## src/rtl/ttt_token_accumulator.sv

```systemverilog
// ---------------------------------------------------------------------------
// ttt_token_accumulator: per-processor saturating good/bad token counters that
// push a processor id into a fire queue when its thresholds are met. Rev 1.0
// ---------------------------------------------------------------------------
`default_nettype none

module ttt_token_accumulator #(
  parameter int NUM_PROCESSORS = 10,
  parameter int NEW_TOKEN_BITS = 4,
  parameter int TOKEN_BITS     = 8,
  parameter int FIFO_DEPTH     = 4,
  localparam int IDW = (NUM_PROCESSORS > 1) ? $clog2(NUM_PROCESSORS) : 1
) (
  input  logic                      clk,
  input  logic                      reset,
  input  logic                      valid,
  output logic                      ready,
  input  logic [IDW-1:0]            target_id,
  input  logic [NEW_TOKEN_BITS-1:0] new_good_tokens,
  input  logic [NEW_TOKEN_BITS-1:0] new_bad_tokens,
  input  logic [2:0]                instruction,
  input  logic [IDW-1:0]            prog_id,
  input  logic [TOKEN_BITS-1:0]     prog_value,
  output logic                      fire_valid,
  input  logic                      fire_ready,
  output logic [IDW-1:0]            fire_id
);

  localparam int PTRW = (FIFO_DEPTH > 1) ? $clog2(FIFO_DEPTH) : 1;
  localparam int CNTW = PTRW + 1;

  localparam logic signed [TOKEN_BITS-1:0] c_TOK_MAX = {1'b0, {(TOKEN_BITS-1){1'b1}}};
  localparam logic signed [TOKEN_BITS-1:0] c_TOK_MIN = {1'b1, {(TOKEN_BITS-1){1'b0}}};
  localparam logic [IDW:0]                 c_NPROC    = (IDW+1)'(NUM_PROCESSORS);
  localparam logic [CNTW-1:0]              c_DEPTH    = CNTW'(FIFO_DEPTH);
  localparam logic [PTRW-1:0]              c_PTR_LAST = PTRW'(FIFO_DEPTH - 1);

  localparam logic [2:0] c_OP_NOP      = 3'b000;
  localparam logic [2:0] c_OP_THR_GOOD = 3'b001;
  localparam logic [2:0] c_OP_THR_BAD  = 3'b010;
  localparam logic [2:0] c_OP_CLR_ONE  = 3'b011;
  localparam logic [2:0] c_OP_FLUSH    = 3'b100;

  logic signed [TOKEN_BITS-1:0] good_q     [NUM_PROCESSORS];
  logic signed [TOKEN_BITS-1:0] good_d     [NUM_PROCESSORS];
  logic signed [TOKEN_BITS-1:0] bad_q      [NUM_PROCESSORS];
  logic signed [TOKEN_BITS-1:0] bad_d      [NUM_PROCESSORS];
  logic signed [TOKEN_BITS-1:0] thr_good_q [NUM_PROCESSORS];
  logic signed [TOKEN_BITS-1:0] thr_good_d [NUM_PROCESSORS];
  logic signed [TOKEN_BITS-1:0] thr_bad_q  [NUM_PROCESSORS];
  logic signed [TOKEN_BITS-1:0] thr_bad_d  [NUM_PROCESSORS];

  logic [IDW-1:0]  fifo_q [FIFO_DEPTH];
  logic [IDW-1:0]  fifo_d [FIFO_DEPTH];
  logic [PTRW-1:0] wr_ptr_q, wr_ptr_d;
  logic [PTRW-1:0] rd_ptr_q, rd_ptr_d;
  logic [CNTW-1:0] count_q, count_d;

  logic                         tgt_ok, prog_ok, accept, fire, push, pop;
  logic [IDW-1:0]               tgt_idx, prog_idx;
  logic signed [TOKEN_BITS-1:0] good_next, bad_next;

  // One guard bit catches overflow; clamp to the extreme of the sum's true sign.
  function automatic logic signed [TOKEN_BITS-1:0] sat_add(
    input logic [TOKEN_BITS-1:0]     a,
    input logic [NEW_TOKEN_BITS-1:0] b
  );
    logic [TOKEN_BITS:0] s;
    s = {a[TOKEN_BITS-1], a} + {{(TOKEN_BITS+1-NEW_TOKEN_BITS){b[NEW_TOKEN_BITS-1]}}, b};
    if (s[TOKEN_BITS] != s[TOKEN_BITS-1]) begin
      return s[TOKEN_BITS] ? c_TOK_MIN : c_TOK_MAX;
    end
    return s[TOKEN_BITS-1:0];
  endfunction

  assign ready      = reset && (instruction == c_OP_NOP) && (count_q < c_DEPTH);
  assign fire_valid = reset && (count_q != '0);
  assign fire_id    = fire_valid ? fifo_q[rd_ptr_q] : '0;

  assign tgt_ok   = {1'b0, target_id} < c_NPROC;
  assign prog_ok  = {1'b0, prog_id} < c_NPROC;
  assign tgt_idx  = tgt_ok ? target_id : '0;
  assign prog_idx = prog_ok ? prog_id : '0;
  assign accept   = valid && ready;

  assign good_next = sat_add(good_q[tgt_idx], new_good_tokens);
  assign bad_next  = sat_add(bad_q[tgt_idx], new_bad_tokens);
  assign fire      = (good_next >= thr_good_q[tgt_idx]) && (bad_next < thr_bad_q[tgt_idx]);
  assign push      = accept && tgt_ok && fire;
  assign pop       = fire_valid && fire_ready;

  always_comb begin
    good_d     = good_q;
    bad_d      = bad_q;
    thr_good_d = thr_good_q;
    thr_bad_d  = thr_bad_q;
    fifo_d     = fifo_q;
    wr_ptr_d   = wr_ptr_q;
    rd_ptr_d   = rd_ptr_q;
    count_d    = count_q;

    if (accept && tgt_ok) begin
      if (fire) begin
        good_d[tgt_idx] = '0;
        bad_d[tgt_idx]  = '0;
      end else begin
        good_d[tgt_idx] = good_next;
        bad_d[tgt_idx]  = bad_next;
      end
    end

    if (push) begin
      fifo_d[wr_ptr_q] = target_id;
      wr_ptr_d         = (wr_ptr_q == c_PTR_LAST) ? '0 : wr_ptr_q + PTRW'(1);
    end
    if (pop) begin
      rd_ptr_d = (rd_ptr_q == c_PTR_LAST) ? '0 : rd_ptr_q + PTRW'(1);
    end
    if (push && !pop) begin
      count_d = count_q + CNTW'(1);
    end else if (!push && pop) begin
      count_d = count_q - CNTW'(1);
    end

    // Updates only land on NOP cycles, so programming never collides with them.
    case (instruction)
      c_OP_THR_GOOD: if (prog_ok) thr_good_d[prog_idx] = prog_value;
      c_OP_THR_BAD:  if (prog_ok) thr_bad_d[prog_idx] = prog_value;
      c_OP_CLR_ONE: begin
        if (prog_ok) begin
          good_d[prog_idx] = '0;
          bad_d[prog_idx]  = '0;
        end
      end
      c_OP_FLUSH: begin
        for (int i = 0; i < NUM_PROCESSORS; i++) begin
          good_d[i] = '0;
          bad_d[i]  = '0;
        end
        wr_ptr_d = '0;
        rd_ptr_d = '0;
        count_d  = '0;
      end
      default: ;
    endcase
  end

  always_ff @(posedge clk) begin
    if (!reset) begin
      for (int i = 0; i < NUM_PROCESSORS; i++) begin
        good_q[i]     <= '0;
        bad_q[i]      <= '0;
        thr_good_q[i] <= c_TOK_MAX;
        thr_bad_q[i]  <= c_TOK_MIN;
      end
      wr_ptr_q <= '0;
      rd_ptr_q <= '0;
      count_q  <= '0;
    end else begin
      good_q     <= good_d;
      bad_q      <= bad_d;
      thr_good_q <= thr_good_d;
      thr_bad_q  <= thr_bad_d;
      wr_ptr_q   <= wr_ptr_d;
      rd_ptr_q   <= rd_ptr_d;
      count_q    <= count_d;
    end
    fifo_q <= fifo_d;
  end

endmodule

`default_nettype wire
```

## config.mk

```make
export PLATFORM = sky130hd
export DESIGN_NAME = ttt_token_accumulator
export DESIGN_NICKNAME = d
export VERILOG_FILES = /design/src/rtl/ttt_token_accumulator.sv
export SDC_FILE = /design/constraint.sdc
export NUM_CORES = 1
export LEC_CHECK = 0
export BUFFER_PORTS_ARGS = -buffer_cell sky130_fd_sc_hd__buf_2
export CAP_MARGIN = 20
export CORE_ASPECT_RATIO = 1.75
export CORE_MARGIN = 2
export CORE_UTILIZATION = 59
export CTS_BUF_LIST = sky130_fd_sc_hd__clkbuf_4
export CTS_CLUSTER_DIAMETER = 50
export DETAILED_ROUTE_END_ITERATION = 8
export PLACE_DENSITY = 0.79
export SKIP_LAST_GASP = 1
export SLEW_MARGIN = 5
export SYNTH_ARGS = -nofsm -noshare
export SYNTH_HDL_FRONTEND = slang
export SYNTH_SLANG_ARGS = --single-unit
```

## constraint.sdc

```tcl
create_clock -name clk -period 8.4 [get_ports clk]
set_clock_uncertainty 0.05 [all_clocks]
set_input_delay 1.68 -clock clk [delete_from_list [all_inputs] [get_ports clk]]
set_output_delay 1.68 -clock clk [all_outputs]
set_load 0.01 [all_outputs]
```

==> impl_metrics.yaml <==
synthesis:
  synth_cell_types: 69
  synth_mux_area_share_pct: 5.59
  synth_adder_area_share_pct: 3.63
  synth-xor-area-share_pct: 0.887
  synthTopCellsByCount: "dfxtp_1 (327), nand2_1 (269), nor2_1 (133), a32o_1 (124), nand3_1 (93)"
  synth_area_mm2: 0.0158
  synth_top_family_by_area: "compound AO/OA/AOI/OAI gates"
  yosys-top-cells-area: "dfxtp_1 (41%), a32o_1 (7.9%), nand2_1 (6.4%)"
  synth_top_area_share_pct: 41.5
  synth_flop_cell: "dfxtp_1"
  ys_seq_area_share_pct: 44.5
  yosys.area_share.simple_pct: 19.8
  yosysMostFrequentCell: "dfxtp_1"
  ys_async_sr_fraction_pct: 0
  syn_avg_cell_area_um2: 9.05
  synth_compound_area_share_pct: 21.1
  synth_edf_count: 16
  synth_top_area_cell: "dfxtp_1"
  syn_nets: 1820
  yosys_warnings: 0
  synth_seq_cells: 343
  netlist_instances: 1745
timing:
  hold_viol_final: 0
  setup_viol: 0
  setup_tns_ps: 0
  slew_headroom_pct: 22.0
  holdWs_ps: 411
  worst_slack_ps: 607
  clock.fmax_mhz: 128
  fin_crit_ps: 7790
  drv_slew: 0
  rsz0062_at_grt: "false"
  post-route-period-util_pct: 92.8
  tightest_slew_ps: 1170
floorplan:
  die_area_mm2: 0.0281
  die_w_um: 128
  start_util_pct: 59.6
  die_h_um: 220
  core_mm2: 0.0265
  rows: 79
  io_pins: 37
placed_design:
  detailedPlace.worstSlack_ps: 11.4
  dpl.cell_count: 2027
  io_buffer_count: 36
  routabilityCongestion: 0.940
  dp_hpwl_um: 33400
clock_network:
  clock_path_buffers: 3
  cts_tree: "yes"
  cts_buffers: 79
  clock-sinks: 343
  clock_latency_ps: 780
  cts_hold_buf: 0
  post_cts_buffers: 0
  ctsResizeCount: 0
  htree_levels: 3
  path_clk_slew_ps: 70
  cts-root-buf: "clkbuf_4"
worst_setup_path:
  path_class: "input port to register"
  r2r_start: "bad_q[27]"
  path_delay_family: "compound AO/OA/AOI/OAI gates"
  r2r_end: "count_q[2]"
  critPathCapture: "count_q[2]"
  cp_slowest_cell: "a2111oi_1"
  cp.required_ps: 8960
  end_kind: "register"
  crit_path_max_incr_delay_ps: 560
  crit_path_max_fanout: 17
  reg2reg_slack_ps: 2170
  critPathLaunchType: "input port"
  cp_num_buf_inv: 2
  worst-path-stages: 31
  arrival_ps: 8350
  cp-startpoint: "target_id[3]"
  reg2reg_depth: 28
finish:
  finalNonFillerCells: 2166
  num-fill-cells: 2252
  layout.nets: 1861
  area.growth.synth_to_final_pct: 9.75
  seq_area_mm2: 0.00703
  multiInputGateArea_mm2: 0.00808
  final_layout_size_suffix_gt1_share_pct: 14.1
drt:
  wl_per_cell_um: 22.5
  drtIter0Drc: 1350
  wirelength_um: 48700
  vias_per_cell: 6.60
  drt_first_pass_iters: 9
  route.antenna.remaining_nets: 0
  drc_errors: 0
  dr_total_vias: 14297
pwr:
  power_w: 0.00415
  power_density_mw_per_mm2: 239
  irDropWorstVdd_uv: 231
  leakage_nw: 7.26
run:
  maxCapViolations: 0
worst_hold_path:
  hp-class: "register to register"
  worstHoldPathCells: 2
grt:
  first_global_vias: 14390
  antenna_found_initial: 2
  grt_util_all_layers_pct: 34.7
  grt_max_degree: 133
  overflow: 0
  grt_pass1_wl_um: 75700
run_status:
  outcome: "complete, no violations"
==> layout make-up <==
cell class | count | area share, %
clock inverters | 18 | 0.715
diodes | 2 | 0.0289
multi-input cells | 1241 | 46.6
flip-flops and latches | 343 | 40.5
clock buffers | 117 | 5.07
inverters | 16 | 0.347
well taps | 324 | 2.34
repair buffers | 105 | 4.32
==> logic make-up (layout without fill, tap and decap cells) <==
family | Yosys count | in the layout
adders and majority gates | 44 | 44
AOI/OAI and AO/OA | 422 | 422
DFF | 343 | 343
other | 0 | 2
and+or+nand+nor | 677 | 677
muxes | 82 | 82
buffers and inverters | 161 | 256
xor gates and xnor gates | 16 | 16
==> per-stage QoR <==
step / area, µm² / utilization, %
6_report: 17300 / 65.4
5_1_grt: 17300 / 65.4
4_1_cts: 17300 / 65.3
3_5_place_dp: 16300 / 61.5
3_3_place_gp: 16300 / 61.5
2_1_floorplan: 15800 / -
==> report_power, final <==
group          switching, W  internal, W  total, W
clock              0.000652     0.000696   0.00135
combinational      0.000819     0.000331   0.00115
sequential       0.00000509      0.00165   0.00165
total               0.00148      0.00267   0.00415
==> worst register-to-register path, delay by kind of cell (launching register included) <==
kind                       cells  cell delay, ps
AOI/OAI and AO/OA             11            2760
DFF                            1             320
xor gates and xnor gates       3             510
and+or+nand+nor                8             800
adders and majority gates      5            1580
buffers and inverters          1              60
==> flip-flops by register name, summed over array words and instances (netlist names) <==
register,count
thr_bad_q,80
fifo_q,16
good_q,80
rd_ptr_q,2
wr_ptr_q,2
count_q,3
thr_good_q,80
bad_q,80
==> per-layer routing <==
metal	vias to the layer above	GRT usage (%)	wire (µm)
met3	228	7.21	3550
met5	-	0	0
met4	0	28.4	4060
met1	6822	36.2	16800
li1	6546	-	-
met2	701	60.0	24200
==> cell usage in the layout (no fill, tap or decap), types with 10 or more instances in the layout <==
cell type  Yosys  final
a211oi_1      15     15
a21boi_0      17     17
a21oi_1       55     54
a221oi_1      18     18
a222oi_1      26     26
a22oi_1       13     13
a32o_1       124    124
and3_1        15     15
buf_2         34     35
buf_4          0     64
clkbuf_4       0    117
clkinv_1       2     17
dfxtp_1      327    327
edfxtp_1      16     16
ha_1          41     41
inv_1         14     14
mux2i_1       77     77
nand2_1      269    269
nand2b_1      12     11
nand3_1       93     93
nor2_1       133    131
nor2b_1       73     73
nor3_1        45     44
o211ai_1      14     14
o21ai_0       32     31
o22ai_1       64     64
xor2_1        10     10
==> worst min-delay path by stage <==
stage                   start   endpoint  slack (ps)
finish              bad_q[72]  bad_q[72]         410
global route        bad_q[76]  bad_q[76]         430
CTS                 bad_q[72]  bad_q[72]         410
detailed placement  bad_q[72]  bad_q[72]         400
global placement    bad_q[40]  bad_q[40]         390
floorplan           bad_q[24]  bad_q[24]         390
(Power assumes the default switching activity.)
